[src/rtl/alu_issue_stage.sv]
// -----------------------------------------------------------------------------
// alu_issue_stage
//
// Registered issue stage in front of the 32-bit ALU (an array of 1-bit slices).
// Operands are captured together with the slice controls decoded from
// ALUOp/funct. Those controls are the mux select, the B-invert and the carry-in.
// Everything is held stable for the ALU behind a valid/ready handshake.
//
// Build option:
//   SKID_BUF_EN defined   : two-entry skid buffer (main + skid register).
//                           in_ready is registered ("skid entry empty").
//   SKID_BUF_EN undefined : single register, in_ready = !out_valid | out_ready.
//
// Ports:
//   clk, rst              clock, asynchronous active-high reset
//   flush                 synchronous clear of all held entries
//   in_valid / in_ready   upstream handshake
//   in_a, in_b            operands (WIDTH bits)
//   in_aluop, in_funct    operation encoding (2-bit ALUOp, 6-bit R-type funct)
//   out_valid / out_ready ALU-side handshake
//   out_a, out_b          registered operands
//   out_sel               slice mux select: 0 AND, 1 OR, 2 ADD, 3 LESS
//   out_inv, out_cin      B invert / carry into slice 0 (always equal)
//   out_illegal           unsupported op, decoded as a plain ADD
// -----------------------------------------------------------------------------
module alu_issue_stage #(
    parameter int WIDTH = 32
) (
    input  logic             clk,
    input  logic             rst,
    input  logic             flush,
    input  logic             in_valid,
    output logic             in_ready,
    input  logic [WIDTH-1:0] in_a,
    input  logic [WIDTH-1:0] in_b,
    input  logic [1:0]       in_aluop,
    input  logic [5:0]       in_funct,
    output logic             out_valid,
    input  logic             out_ready,
    output logic [WIDTH-1:0] out_a,
    output logic [WIDTH-1:0] out_b,
    output logic [1:0]       out_sel,
    output logic             out_inv,
    output logic             out_cin,
    output logic             out_illegal
);

    localparam logic [1:0] SEL_AND  = 2'd0;
    localparam logic [1:0] SEL_OR   = 2'd1;
    localparam logic [1:0] SEL_ADD  = 2'd2;
    localparam logic [1:0] SEL_LESS = 2'd3;

    // Returns {sel, inv, illegal}. Any unsupported op falls back to ADD and is flagged.
    function automatic logic [3:0] decode(input logic [1:0] aluop, input logic [5:0] funct);
        logic [3:0] d;
        d = {SEL_ADD, 1'b0, 1'b1};
        case (aluop)
            2'b00: d = {SEL_ADD, 1'b0, 1'b0};
            2'b01: d = {SEL_ADD, 1'b1, 1'b0};
            2'b10: begin
                case (funct)
                    6'b100000: d = {SEL_ADD,  1'b0, 1'b0};
                    6'b100010: d = {SEL_ADD,  1'b1, 1'b0};
                    6'b100100: d = {SEL_AND,  1'b0, 1'b0};
                    6'b100101: d = {SEL_OR,   1'b0, 1'b0};
                    // slt subtracts (inv + cin) and routes the sign to slice 0 via LESS
                    6'b101010: d = {SEL_LESS, 1'b1, 1'b0};
                    default:   d = {SEL_ADD,  1'b0, 1'b1};
                endcase
            end
            default: d = {SEL_ADD, 1'b0, 1'b1};
        endcase
        return d;
    endfunction

    logic [1:0] dec_sel;
    logic       dec_inv;
    logic       dec_ill;
    logic       in_fire;
    logic       out_fire;

    assign {dec_sel, dec_inv, dec_ill} = decode(in_aluop, in_funct);
    assign in_fire  = in_valid && in_ready;
    assign out_fire = out_valid && out_ready;

    // The carry into slice 0 completes the two's-complement negate of B.
    assign out_cin = out_inv;

`ifdef SKID_BUF_EN
    logic             skid_vld;
    logic [WIDTH-1:0] skid_a;
    logic [WIDTH-1:0] skid_b;
    logic [1:0]       skid_sel;
    logic             skid_inv;
    logic             skid_ill;

    // Registered ready: the skid slot can always absorb one more entry, so
    // out_ready never needs to reach upstream combinationally.
    assign in_ready = !skid_vld;

    // ---- issue register stage (main + skid) ----
    always_ff @(posedge clk or posedge rst) begin
        if (rst) begin
            out_valid   <= 1'b0;
            out_a       <= '0;
            out_b       <= '0;
            out_sel     <= SEL_ADD;
            out_inv     <= 1'b0;
            out_illegal <= 1'b0;
            skid_vld    <= 1'b0;
            skid_a      <= '0;
            skid_b      <= '0;
            skid_sel    <= SEL_ADD;
            skid_inv    <= 1'b0;
            skid_ill    <= 1'b0;
        end else if (flush) begin
            out_valid <= 1'b0;
            skid_vld  <= 1'b0;
        end else if (out_fire || !out_valid) begin
            // Main frees up this edge: the older skid entry goes first. While the
            // skid is full in_ready is low, so no input can arrive at the same time.
            if (skid_vld) begin
                out_valid   <= 1'b1;
                out_a       <= skid_a;
                out_b       <= skid_b;
                out_sel     <= skid_sel;
                out_inv     <= skid_inv;
                out_illegal <= skid_ill;
                skid_vld    <= 1'b0;
            end else if (in_fire) begin
                out_valid   <= 1'b1;
                out_a       <= in_a;
                out_b       <= in_b;
                out_sel     <= dec_sel;
                out_inv     <= dec_inv;
                out_illegal <= dec_ill;
            end else begin
                out_valid <= 1'b0;
            end
        end else if (in_fire) begin
            // Main is stalled: park the new entry in the skid slot.
            skid_vld <= 1'b1;
            skid_a   <= in_a;
            skid_b   <= in_b;
            skid_sel <= dec_sel;
            skid_inv <= dec_inv;
            skid_ill <= dec_ill;
        end
    end
`else
    // Ready depends on out_ready, not on in_valid.
    assign in_ready = !out_valid || out_ready;

    // ---- issue register stage (single entry) ----
    always_ff @(posedge clk or posedge rst) begin
        if (rst) begin
            out_valid   <= 1'b0;
            out_a       <= '0;
            out_b       <= '0;
            out_sel     <= SEL_ADD;
            out_inv     <= 1'b0;
            out_illegal <= 1'b0;
        end else if (flush) begin
            out_valid <= 1'b0;
        end else if (in_fire) begin
            out_valid   <= 1'b1;
            out_a       <= in_a;
            out_b       <= in_b;
            out_sel     <= dec_sel;
            out_inv     <= dec_inv;
            out_illegal <= dec_ill;
        end else if (out_fire) begin
            out_valid <= 1'b0;
        end
    end
`endif

endmodule

[config.mk]
export PLATFORM = sky130hd
export DESIGN_NAME = alu_issue_stage
export DESIGN_NICKNAME = d
export VERILOG_FILES = /design/src/rtl/alu_issue_stage.sv
export SDC_FILE = /design/constraint.sdc
export NUM_CORES = 1
export LEC_CHECK = 0
export BUFFER_PORTS_ARGS = -buffer_cell sky130_fd_sc_hd__buf_2
export CAP_MARGIN = 25
export CORE_AREA = 2 2 82 84
export DETAILED_ROUTE_END_ITERATION = 6
export DIE_AREA = 0 0 84 86
export GPL_TIMING_DRIVEN = 0
export PLACE_DENSITY = 0.82
export SYNTH_ARGS = -nofsm -noshare
export SYNTH_HDL_FRONTEND = slang
export SYNTH_SLANG_ARGS = --single-unit
export TNS_END_PERCENT = 50
[constraint.sdc]
create_clock -name clk -period 2.55 [get_ports clk]
set_input_delay 0.255 -clock clk [delete_from_list [all_inputs] [get_ports clk]]
set_output_delay 0.255 -clock clk [all_outputs]
set_load 0.02 [all_outputs]
# Word-level counts from Yosys, hierarchy flattened
# Cells that the tools add are included.
# totals
wordCells	26
reg_bits	69
out_inout_bits	71
inputBits	77
# op_classes
n_bitwise	1
reduce_logical	7
eq_ne	7
mux	5
# op_table
operator	n
== test 6 bit, second input constant	5
one-hot mux 4 bit (5 select lines)	1
one-hot mux 4 bit (3 select lines)	1
2-to-1 mux 1 bit	3
nonzero test 3 bit	1
== test 2 x 1 -> 1 bit, second input constant	1
== test 2 bit, second input constant	1
logical AND 1 bit	2
logical NOT 2 bit	1
AND reduction 2 bit	1
logical NOT 1 bit	1
logical OR 1 bit	1
NOT 1 bit	1

# Logic depth before layout (Yosys ltp)
# depth
word_depth	5
depth_mapped	5
mapped_depth_nobuf	3

# Worst setup path after synthesis
# Ideal clock, no wire load.
# synth_timing
kind	reg2reg
startpoint	register out_valid
endpoint	register out_b[10]
stages_incl_launch_ff	6
n_path_buf	2
t_required_ns	2.423
path_slack_ns	0.939
setup_time_ns	0.127
t_arrival_ns	1.483
period_less_slack_ns	1.611
path_cell_list	dfrtp_1 -> nor2b_4 -> nor3b_2 -> buf_4 -> buf_6 -> mux2_1
# synth_between
elab_chain_cells	4
# synth_lines
element	line_no	source
from (decl)	38	output logic out_valid,
from (signal assigned)	157	out_valid <= 1'b0;
from (signal assigned)	164	out_valid <= 1'b0;
from (signal assigned)	166	out_valid <= 1'b1;
logical NOT 1 bit	152	assign in_ready = !out_valid || out_ready;
logical OR 1 bit	152	
logical AND 1 bit	83	assign in_fire = in_valid && in_ready;
AND reduction 2 bit (no source line)	n/a	
to (signal assigned)	168	out_b <= in_b;
to (decl)	41	output logic [WIDTH-1:0] out_b,
# Every way passes these cells.
# A chain may end at the register's enable or synchronous reset.

# Worst setup path after layout
# layout_timing
startpoint	register out_valid
endpoint	register out_b[17]
# The elaborated chain is that of the path after synthesis.

==> results.json <==
{
  "slew_violations": 0,
  "wl_per_cell_um": 13.7,
  "yosys.cell_types.count": 20,
  "slew_headroom": 0.438,
  "syn2layout_area_growth_pct": 38.5,
  "dp_hpwl_mm": 4.15,
  "globalplace.congestion": 0.721,
  "period_share": 0.681,
  "fmax_mhz": 576,
  "placementRows": 29,
  "grt_overflow_total": 0,
  "antenna_found_initial": 0,
  "min_period_ns": 1.74,
  "syn-instance-count": 164,
  "drive_gt1_frac": 0.677,
  "hold_violations": 0,
  "hp-class": "in -> async",
  "ant_nets": 0,
  "grtUsageTotal": 0.161,
  "tritoncts": "built",
  "nets": 399,
  "reg2reg_slack_ns": 0.81,
  "cp.required_ns": 2.75,
  "num_vias": 1900,
  "first_pass_iters": 4,
  "rsz0062_at_grt": "false",
  "fp.dieArea_mm2": 0.00722,
  "vias_per_cell": 4.73,
  "cts_buffers": 9,
  "powerDensity_mw_per_mm2": 800,
  "initial_core_util": 0.428,
  "nFillCells": 537,
  "final.setup.tns_ns": 0,
  "clk_latency_ns": 0.33,
  "cts_sinks": 69,
  "crit_path_end_kind": "register",
  "die_y_um": 86,
  "ys_ff_latch": 69,
  "core_area_mm2": 0.00628,
  "yosysWarnings": 0,
  "synthesis.nets": 241,
  "cp_data_arrival_time_ns": 1.94,
  "fin_util": 0.593,
  "worstSetupPathType": "reg -> reg",
  "route.final.wire_length_mm": 5.51,
  "cp-start-kind": "register",
  "setup_viol": 0,
  "die_w_um": 84,
  "cts_setup_buffers": 0,
  "vdd_drop_max_mv": 0.410,
  "cap_violations": 0,
  "syn_avg_cell_area_um2": 16.4,
  "worst_slew_pin_slew_ns": 0.842,
  "cts-resized-gates": 0,
  "grt_first_pass_wirelength_mm": 9.19,
  "ios": 148,
  "clock_path_buffers": 2,
  "remaining_drc_errors": 0,
  "p_total_mw": 2.98,
  "drt_iter0_drc": 48,
  "outcome": "finished clean",
  "cts.clk_slew.worst_paths_ns": 0.07,
  "synth_area_mm2": 0.00269,
  "cts_hold_buf": 0,
  "cts_root_buf": "clkbuf_8",
  "crit_path_max_fanout": 10,
  "antenna_cells": 0,
  "whs_ns": 0.0958,
  "p_leak_nw": 1.85,
  "grt_pass1_vias": 1979,
  "skew_ns": 0.00758,
  "synth_seq_area_share": 0.643,
  "portBuffers": 147,
  "grt_max_degree": 70,
  "cts-htree-levels": 3
}
[registers in the layout, summed over array words and instances, names as in the netlist]
register and cells:
out_a 32, out_b 32, out_cin 1, out_illegal 1, out_sel 2, out_valid 1
[worst max-delay path: stages, from the launching register on]
cell	delay, ns
dfrtp_1	0.38
nor2b_4	0.13
nor3b_2	0.31
buf_4	0.27
buf_6	0.18
mux2_1	0.34
[cells in the mapped netlist (all sizes together)]
master	count	area [µm²]
buf	8	57.6
mux2i	2	20.0
nand2b	1	6.26
dfrtp	68	1700
inv	4	15.0
a22o	1	8.76
dfstp	1	26.3
nor2	2	7.51
nor3b	2	20.0
nand4	1	6.26
a31oi	1	6.26
mux2	67	754
nor2b	2	20.0
o211ai	1	7.51
nor4bb	3	30.0
[cells by family after synthesis]
group / count (synthesis) / share of synthesized area
muxes: 69 / 0.288
DFF: 69 / 0.643
buffers and inverters: 12 / 0.0270
and+or+nand+nor: 11 / 0.0335
AOI/OAI and AO/OA: 3 / 0.00838
[per-layer routing]
layer,share of wire,track usage
met1,0.39,0.191
met4,0.017,0.0660
met2,0.51,0.275
met3,0.082,0.0491
met5,0,0
[path summary, 6_finish.rpt]
path / startpoint / to / cells after the start
max: out_valid$_DFFE_PP0P_ / out_b[17]$_DFFE_PP0P_ / 5
max in group asynchronous: rst / out_a[28]$_DFFE_PP0P_ / 2
min: rst / out_valid$_DFFE_PP0P_ / 2
min reg2reg: out_b[19]$_DFFE_PP0P_ / out_b[19]$_DFFE_PP0P_ / 1
max reg2reg: out_valid$_DFFE_PP0P_ / out_b[17]$_DFFE_PP0P_ / 5
min in group clk: flush / out_valid$_DFFE_PP0P_ / 2
[where the power goes]
| group | switching, mW | internal [mW] | leakage, nW | total, mW |
|---|---|---|---|---|
| registers | 0.0814 | 1.27 | 0.815 | 1.36 |
| logic | 0.418 | 0.314 | 0.937 | 0.733 |
| clock network | 0.367 | 0.522 | 0.102 | 0.889 |
| total | 0.867 | 2.11 | 1.85 | 2.98 |
[cell type report]
class | count | area (µm²) | area share
sequential | 69 | 1730 | 0.464
multi-input combinational | 83 | 887 | 0.238
timing repair buffer | 147 | 736 | 0.198
clock buffer | 13 | 169 | 0.0454
tap | 77 | 96.3 | 0.0259
buffer | 8 | 57.6 | 0.0155
clock inverter | 1 | 30.0 | 0.00807
inverter | 4 | 17.5 | 0.00471
[through the flow]
stage	std cells	setup WS (ns)	cell area, µm²
2_1_floorplan	164	0.557	2690
3_3_place_gp	388	-0.217	3520
3_5_place_dp	388	0.765	3520
4_1_cts	402	0.746	3720
5_1_grt	402	0.679	3720
6_report	402	0.813	3720
[cells in the final DEF, fill, tap and decap left out]
master     Yosys  routed
nand2b_1       1       1
clkbuf_1       0       1
bufinv_16      0       1
dfstp_2        1       1
mux2i_1        2       2
nor3b_2        1       1
buf_6          2       2
inv_1          4       3
mux2_1        19      19
buf_4          2       2
nor4bb_1       3       3
o211ai_1       1       1
mux2_2        48      48
a22o_1         1       1
nor2b_1        1       1
nor3b_1        1       1
a31oi_1        1       1
clkbuf_8       0      12
buf_2          4     151
nor2b_4        1       1
inv_4          0       1
dfrtp_1       68      68
nor2_1         2       2
nand4_1        1       1
Note: power is estimated with default switching activity, not from simulation.
